[src/rtl/paj7620_slave_model_i2c_bus_sync.sv]
// Brings asynchronous SCL/SDA into the clk domain and derives single-cycle
// SCL edge, START and STOP pulses.
module i2c_bus_sync (
  input  logic clk,
  input  logic rst_n,
  input  logic scl_in,
  input  logic sda_in,
  output logic sda,
  output logic scl_rise,
  output logic scl_fall,
  output logic start,
  output logic stop
);

  // [0],[1] are the synchronizer pair, [2] is the delayed copy. Reset to the
  // idle-high bus level so leaving reset never fakes an edge.
  logic [2:0] scl_sh;
  logic [2:0] sda_sh;

  always_ff @(posedge clk or negedge rst_n) begin
    if (!rst_n) begin
      scl_sh <= 3'b111;
      sda_sh <= 3'b111;
    end else begin
      scl_sh <= {scl_sh[1:0], scl_in};
      sda_sh <= {sda_sh[1:0], sda_in};
    end
  end

  assign sda      = sda_sh[1];
  assign scl_rise = scl_sh[1] & ~scl_sh[2];
  assign scl_fall = ~scl_sh[1] & scl_sh[2];
  assign start    = scl_sh[1] & sda_sh[2] & ~sda_sh[1];
  assign stop     = scl_sh[1] & ~sda_sh[2] & sda_sh[1];

endmodule

[config.mk]
export PLATFORM = sky130hd
export DESIGN_NAME = i2c_bus_sync
export DESIGN_NICKNAME = d
export VERILOG_FILES = /design/src/rtl/paj7620_slave_model_i2c_bus_sync.sv
export SDC_FILE = /design/constraint.sdc
export NUM_CORES = 1
export LEC_CHECK = 0
export CAP_MARGIN = 10
export CORE_AREA = 10 10 47 49
export DETAILED_ROUTE_END_ITERATION = 10
export DIE_AREA = 0 0 57 59
export PLACE_DENSITY_LB_ADDON = 0.1
export SYNTH_ARGS = -nofsm -noshare
export SYNTH_HDL_FRONTEND = slang
export SYNTH_SLANG_ARGS = --single-unit
[constraint.sdc]
create_clock -name clk -period 2.9 [get_ports clk]
set_input_delay 0.87 -clock clk [delete_from_list [all_inputs] [get_ports clk]]
set_output_delay 0.87 -clock clk [all_outputs]
set_load 0.01 [all_outputs]
### Word-level counts from Yosys, hierarchy flattened

Cells that the tools add are included.

| word-level totals | value |
|---|---|
| register bits after elaboration | 6 |
| word-level logic and storage cells | 12 |
| bits of input ports | 4 |
| output and inout bits | 5 |

| cells by class | value |
|---|---|
| bitwise logic cells | 10 |

Operators with widths:

| operator | number |
|---|---|
| bitwise AND 1 bit | 6 |
| NOT 1 bit | 4 |

### Depth between registers and ports, before layout

Gate-level depths: netlist of the first run.

| depth | value |
|---|---|
| word-level depth | 3 |
| mapped depth | 1 |
| depth with buffers taken out | 1 |

### Worst setup path after synthesis of the first run

No wires, ideal clock.

| timing | value |
|---|---|
| path kind | flip-flop to output port |
| from | register sda_sh[1] |
| to | output port start |
| setup slack | 1.277 ns |
| stages on the path, launching flop included | 2 |
| data required time | 2.030 ns |
| buffers on the path | 0 |
| arrival | 0.753 ns |
| cell sequence | dfstp_2 and3b_1 |

| between the ends | value |
|---|---|
| cells in the longest elaborated chain, start to end | 2 |

Ends and longest elaborated chain:

| element | line | text |
|---|---|---|
| start, declared | 18 | `logic [2:0] sda_sh;` |
| start signal, assigned | 26 | `sda_sh <= {sda_sh[1:0], sda_in};` |
| NOT 1 bit | 33 | `assign start = scl_sh[1] & sda_sh[2] & ~sda_sh[1];` |
| bitwise AND 1 bit | 33 |  |
| end, declared | 11 | `output logic start,` |

Every way passes these cells.

### Worst setup path after layout of the first run

| timing | value |
|---|---|
| from | register scl_sh[1] |
| to | output port stop |

| between the ends | value |
|---|---|
| cells in the longest elaborated chain, start to end | 2 |

Ends and longest elaborated chain:

| element | line | text |
|---|---|---|
| start, declared | 17 | `logic [2:0] scl_sh;` |
| start signal, assigned | 25 | `scl_sh <= {scl_sh[1:0], scl_in};` |
| bitwise AND 1 bit (2 in a row) | 34 | `assign stop = scl_sh[1] & ~sda_sh[2] & sda_sh[1];` |
| end, declared | 12 | `output logic stop` |

Every way passes these cells.

==> impl_results.md, run 1 <==
- Result of the run: complete, no violations
- Antenna violations before repair: 0
- Commonest cells after routing, fill and taps aside: 8 x sky130_fd_sc_hd__clkdlybuf4s50_1, 6 x sky130_fd_sc_hd__dfstp_2, 3 x sky130_fd_sc_hd__clkbuf_4, 2 x sky130_fd_sc_hd__and3b_1
- Total of fill cells in the finished design: 152
- Total congestion overflow after global routing: 0
- Number of placement rows: 14
- Final layout net count: 27
- Width of the die: 57 µm
- Minimum period implied by the final worst setup slack: between 2 and 2.5 ns
- Max capacitance violation total: 0
- Count of unique library cells instantiated by Yosys: 4
- Clk sinks: 6
- Worst-path clk slew: roughly 0.04 ns
- Timing-limited maximum frequency: 426.2 MHz
- Worst setup path class: flip-flop to primary output
- Maximum number of buffers from clock root to sink: 2
- Count of inserted antenna diode cells: 0
- Overall routed net length: 331 µm
- Global-route layer with the greatest usage: met4
- RSZ-0062 raised after global routing: false
- Maximum ir drop on the vdd rail: 0.2205 mV
- Total Die Area: about 3400 µm²
- Detail-routed net length per standard cell: between 8 and 9 µm
- Clock latency reported for the late side of the worst-skew pair: around 0.23 ns
- Syn_nets: 14
- Std-Cell Core Area: about 1400 µm²
- Worst slew pin tran: around 0.25 ns
- Reported net switching power: roughly 0.000033 W
- Number of cells traversed by the worst hold path: 0
- Worst-path fanout max: 5
- Worst reg2reg path endpoint: scl_sh[2]$_DFF_PN1_
- Share of the clock period used by the worst path: 80.91%
- M3 GR Usage: 3.004%
- Via count: between 100 and 150
- Largest net degree at the start of global routing: 7
- Number of global-route vias before repair: around 130
- CP Launch Type: flip-flop
- Remaining number of nets flagged by the antenna check after routing: 0
- Launch instance of the worst min-delay path: scl_sh[0]$_DFF_PN1_
- Buffers added on ports: 8
- Number of post-CTS setup repair buffers: 0
- Weighted congestion reported at the end of routability-driven placement: between 0.5 and 0.6
- Power Density: approximately 580 nW/µm²
- Initial standard-cell utilization of the core: between 10% and 20%
- Filler-free cell count of the finished design: 37
- Capturing element type of the critical path: primary output
- All-layer global routing usage: approximately 2.5%
- Number of vias per cell after detailed routing: between 3 and 4
- Number of storage elements in the synthesis netlist: 6
- Worst rel slew slack: just over 80%
- Layout cells sized above 1: roughly 48%
- Number of instances resized during post-cts repair: 0
- Setup skew after layout: 0.00009848 ns
- Number of I/O pins: 9
- TritonCTS buffer count: 3
- R2r worst-path depth: 0
- Relative contribution of sequential cells to total power: 51.6%
- Warning count from the yosys run: 0
- Type of the tightest min-delay check: flip-flop to flip-flop
- Sum of negative setup slack: 0 ns
- Reg2Reg Launch Point: scl_sh[1]$_DFF_PN1_
- Cell leakage power: approximately 0.13 nW
- Area of the mapped netlist: roughly 190 µm²
- Minimum setup slack among reg-to-reg paths: between 2 and 2.5 ns
- Number of hold buffers added after cts: 0
- Syn_area_per_cell: ~19 µm²
- CTS H-tree lvls: 1
- Relative contribution of the clock network to total power: 39.6%
- Switching fraction of total power: a little under a fifth
- Root buffer selected by CTS: sky130_fd_sc_hd__clkbuf_4
- Number of instances in the synthesized netlist: 10
- DRC viols: 0
- CP Data Arrival Time: 1.48 ns
- First-pass GRT wire length: 552 µm
- Count of pins over their slew limit: 0
- Die outline height: about 59 µm
- CTS tree: done
- Hold Path End: scl_sh[1]$_DFF_PN1_
- Met2 global-route usage: around 1.9%
- Most common cell after layout, fill and taps aside: sky130_fd_sc_hd__clkdlybuf4s50_1
- Required @ worst endpoint: between 2 and 2.5 ns
- Sequential share of the synthesized area: between 80 and 90%
- Post-synthesis to final-layout area growth: 64.47%
- Number of endpoints failing setup at the final stage: 0
- Count of placed standard cells including taps: 34
- Number of hold violations in the final report: 0
- Global-route met1 utilization: between 2 and 2.5%
- Drt first-iter violations: 0
- Cell-internal power: ~0.00015 W
- First-pass iteration count of the detailed router: 1
- Combinational fraction of design power: a little under 9%
-- area by class of cell --
| class | instances | area (µm²) | share of cell area [%] |
|---|---|---|---|
| multi-input cells | 4 | 32.53 | 10.40 |
| well taps | 16 | 20.02 | 6.400 |
| clock buffers | 3 | 22.52 | 7.200 |
| flip-flops and latches | 6 | 157.7 | 50.40 |
| repair buffers | 8 | 80.08 | 25.60 |
-- cells in the mapped netlist (all sizes together) --
cell type  instances  area (µm²)
dfstp              6       157.7
and2b              1       8.760
nor2b              1       6.260
and3b              2       17.52
-- worst max-delay path by stage --
stage	slack (ns)	cells after the start	startpoint	to
after global routing	0.49	2	scl_sh[1]$_DFF_PN1_	start
after global placement	0.80	2	scl_sh[1]$_DFF_PN1_	stop
after detailed placement	0.79	2	scl_sh[1]$_DFF_PN1_	start
after floorplan	1.28	1	sda_sh[1]$_DFF_PN1_	start
after CTS	0.53	2	scl_sh[1]$_DFF_PN1_	start
final	0.55	2	scl_sh[1]$_DFF_PN1_	stop
-- worst max-delay path, cell delays in order, from the launching register on --
cell and delay [ns]:
sky130_fd_sc_hd__dfstp_2 0.55, sky130_fd_sc_hd__and3b_1 0.16, sky130_fd_sc_hd__clkdlybuf4s50_1 0.54
-- flip-flops by register name, summed over array words and instances, names as in the netlist --
signal,cells
scl_sh,3
sda_sh,3
-- metal layers --
layer	part of all wire [%]	vias up
met4	0	0
met1	47	49
met2	29	13
li1	-	55
met5	0	-
met3	24	0
-- power by group through the flow --
stage               combinational, W  sequential, W  clock [W]
floorplan                 0.00000380      0.0000947          0
global placement           0.0000162      0.0000946          0
detailed placement         0.0000162      0.0000950          0
CTS                        0.0000162      0.0000941  0.0000766
global route               0.0000170      0.0000947  0.0000831
finish                     0.0000160      0.0000939  0.0000720
-- per-stage QoR --
step            power [W]  utilization [%]  hold slack, ns  area, µm²  setup slack, ns
6_report        0.0001820            22.32          0.3555      312.8           0.5537
5_1_grt         0.0001948            22.32          0.3593      312.8           0.4906
4_1_cts         0.0001869            22.32          0.3583      312.8           0.5336
3_5_place_dp    0.0001113            20.71          0.3475      290.3           0.7921
3_3_place_gp    0.0001108            20.71          0.3457      290.3           0.8020
2_1_floorplan  0.00009848                -          0.3452      190.2            1.277
-- cells by family after synthesis --
kind of cell	after synthesis	share of synthesized area, %
DFF	6	82.89
and+or+nand+nor	4	17.11
No activity file was read; power rests on OpenSTA's default activity.
==> inputs of run 2 (changes only) <==
Clock period 2.9 ns to 2.2 ns, I/O delays scaled along.
==> run 2 against run 1 <==
  * Power is 31% higher
  * Count of clock-buffer cells in the layout unchanged
  * Register-to-register slack got worse by 0.70 ns
  * Global-route usage is 0.52 points lower
  * Clock power grew 32%
  * First-iteration DRC count grew 1
  * Clock skew is 0.0037 ns higher
  * Die area stayed put
  * Setup slack got worse by 0.49 ns
  * Core utilization rose by 0.18 points
  * Critical path depth unchanged
  * Critical path type unchanged
  * Highest routed layer unchanged
==> impl_results.md, run 2 (synthesized netlist as in run 1, its figures left out) <==
- Result of the run: complete, no violations
- Count of inserted antenna diode cells: 0 (unchanged)
- DRC viols: 0 (unchanged)
- Initial standard-cell utilization of the core: 13.57% (unchanged)
- Commonest cells after routing, fill and taps aside: 7 x sky130_fd_sc_hd__clkdlybuf4s50_1, 6 x sky130_fd_sc_hd__dfstp_2, 3 x sky130_fd_sc_hd__clkbuf_4, 2 x sky130_fd_sc_hd__and3b_1
- M3 GR Usage: 4.077% (+1.1 points)
- Clock latency reported for the late side of the worst-skew pair: 0.24 ns (about the same)
- Critical path cell sequence: and3b_1 > clkdlybuf4s50_1
- Number of endpoints failing setup at the final stage: 0 (unchanged)
- Total of fill cells in the finished design: 155 (+2.0%)
- Capturing element type of the critical path: primary output
- Largest net degree at the start of global routing: 7 (unchanged)
- Largest regs: scl_sh x3, sda_sh x3
- Die outline height: 59 µm (unchanged)
- Layout cells sized above 1: 47.62% (unchanged)
- Root buffer selected by CTS: sky130_fd_sc_hd__clkbuf_4
- Minimum period implied by the final worst setup slack: roughly 2.1 ns
- Maximum ir drop on the vdd rail: 0.3328 mV (+51%)
- First-pass iteration count of the detailed router: 2 (+1)
- CP Launch Type: flip-flop
- Global-route layer with the greatest usage: met3
- Clk sinks: 6 (unchanged)
- Overall routed net length: 297 µm (-10%)
- Utilization after layout: 22.50% (+0.18 points)
- Number of post-CTS setup repair buffers: 0 (unchanged)
- Detail-routed net length per standard cell: 8.027 µm (-10%)
- Setup skew after layout: 0.003793 ns (+0.003695 ns)
- Final layout net count: 27 (unchanged)
- Worst setup path class: flip-flop to primary output
- Total Die Area: 3363 µm² (unchanged)
- Antenna violations before repair: 0 (unchanged)
- Worst-path fanout max: 5 (unchanged)
- Timing-limited maximum frequency: 468.6 MHz
- Number of hold violations in the final report: 0 (unchanged)
- Worst slew pin tran: 0.2528 ns (+0.0007790 ns)
- CTS H-tree lvls: 1 (unchanged)
- Number of instances resized during post-cts repair: 0 (unchanged)
- Remaining number of nets flagged by the antenna check after routing: 0 (unchanged)
- Drt first-iter violations: 1 (+1)
- Required @ worst endpoint: 1.54 ns (-0.49 ns)
- Number of hold buffers added after cts: 0 (unchanged)
- Cell leakage power: 0.1445 nW (+13%)
- Number of vias per cell after detailed routing: 3.000 (-5.1%)
- Buffers added on ports: 8 (unchanged)
- Number of global-route vias before repair: 119 (-7.0%)
- Via count: 111 (-5.1%)
- Worst-path clk slew: 0.04 ns (about the same)
- Area occupied by multi-input gates: 32.53 µm² (unchanged)
- Type of the tightest min-delay check: flip-flop to flip-flop
- Power Density: 758.3 nW/µm² (+30%)
- CP Data Arrival Time: 1.47 ns (about the same)
- Number of placement rows: 14 (unchanged)
- Share of the clock period used by the worst path: between 90% and 100%
- CTS tree: done
- Largest stage delay on the critical path: 0.55 ns (about the same)
- Width of the die: 57 µm (unchanged)
- TritonCTS buffer count: 3 (unchanged)
- Most common cell after layout, fill and taps aside: sky130_fd_sc_hd__clkdlybuf4s50_1
- Global-route met1 utilization: 2.281% (-0.0027 points)
- Worst rel slew slack: 83.09% (about the same)
- All-layer global routing usage: 1.952% (-0.52 points)
- Max capacitance violation total: 0 (unchanged)
- Weighted congestion reported at the end of routability-driven placement: 0.5568 (+0.47%)
- Slowest cell on the critical path: sky130_fd_sc_hd__dfstp_2
- Sum of negative setup slack: 0 ns (unchanged)
- Number of I/O pins: 9 (unchanged)
- First-pass GRT wire length: 469 µm (-15%)
- Post-synthesis to final-layout area growth: 65.79%
- Met2 global-route usage: 1.085% (-0.78 points)
- RSZ-0062 raised after global routing: false
- Count of pins over their slew limit: 0 (unchanged)
- Maximum number of buffers from clock root to sink: 2 (unchanged)
- Std-Cell Core Area: 1401 µm² (unchanged)
- Sequential standard cell area: 157.7 µm² (unchanged)
- Total congestion overflow after global routing: 0 (unchanged)
[run 2: worst paths after layout]
| kind | startpoint | endpoint | slack, ns | cells after the start |
|---|---|---|---|---|
| max in group asynchronous | rst_n | scl_sh[0]$_DFF_PN1_ | 1.28 | 1 |
| worst max-delay path | scl_sh[1]$_DFF_PN1_ | start | 0.07 | 2 |
| worst max register to register | scl_sh[1]$_DFF_PN1_ | scl_sh[2]$_DFF_PN1_ | 1.59 | 0 |
| worst min-delay path | scl_sh[0]$_DFF_PN1_ | scl_sh[1]$_DFF_PN1_ | 0.35 | 0 |
| min in group asynchronous | rst_n | sda_sh[2]$_DFF_PN1_ | 0.90 | 1 |
| worst min register to register | scl_sh[0]$_DFF_PN1_ | scl_sh[1]$_DFF_PN1_ | 0.35 | 0 |
[run 2: power by group]
| group | leakage (nW) | total (W) | internal, W | switching (W) |
|---|---|---|---|---|
| Sequential | 0.0631 | 0.000124 | 0.000121 | 0.00000276 |
| Combinational | 0.0676 | 0.0000206 | 0.0000138 | 0.00000683 |
| Clock | 0.0138 | 0.0000949 | 0.0000613 | 0.0000336 |
| Total | 0.145 | 0.000239 | 0.000196 | 0.0000432 |
[run 2: final cells by class]
cell class	instances	area share, %
flip-flops and latches	6	50.00
repair buffers	8	26.19
multi-input cells	4	10.32
clock buffers	3	7.143
well taps	16	6.349
[run 2: metrics by stage]
step | setup WS, ns | cell area [µm²] | hold slack, ns | std cells | power, W
3_5_place_dp | 0.3067 | 290.3 | 0.3472 | 34 | 0.0001464
6_report | 0.06621 | 315.3 | 0.3474 | 37 | 0.0002391
3_3_place_gp | 0.3130 | 290.3 | 0.3458 | 34 | 0.0001461
5_1_grt | 0.008704 | 315.3 | 0.3597 | 37 | 0.0002554
4_1_cts | 0.04504 | 312.8 | 0.3495 | 37 | 0.0002463
2_1_floorplan | 0.7874 | 190.2 | 0.3452 | 10 | 0.0001298
[run 2: worst max-delay path: cells and delay by family, from the launching register on]
kind          cells  cell delay (ns)
buf+inv           1             0.53
flops             1             0.55
simple gates      1             0.16
[run 2: layer usage]
metal / vias up / share of wire (%)
li1: 55 / -
met5: - / 0
met4: 0 / 0
met3: 0 / 28
met1: 45 / 49
met2: 11 / 23
==> inputs of run 3 (changes only) <==
Clock period 2.2 ns to 2.5 ns, I/O delays scaled along.
==> results of run 3 <==
Same layout as run 1 (identical final DEF). Status: complete, no violations.
Main changes from that run: setup slack after placement 0.7921 ns -> 0.5121 ns; setup slack after layout 0.5537 ns -> 0.2737 ns; register-to-register setup slack 2.29 ns -> 1.89 ns; total power 0.0001820 W -> 0.0002111 W; worst IR drop on VDD 0.2205 mV -> 0.2558 mV
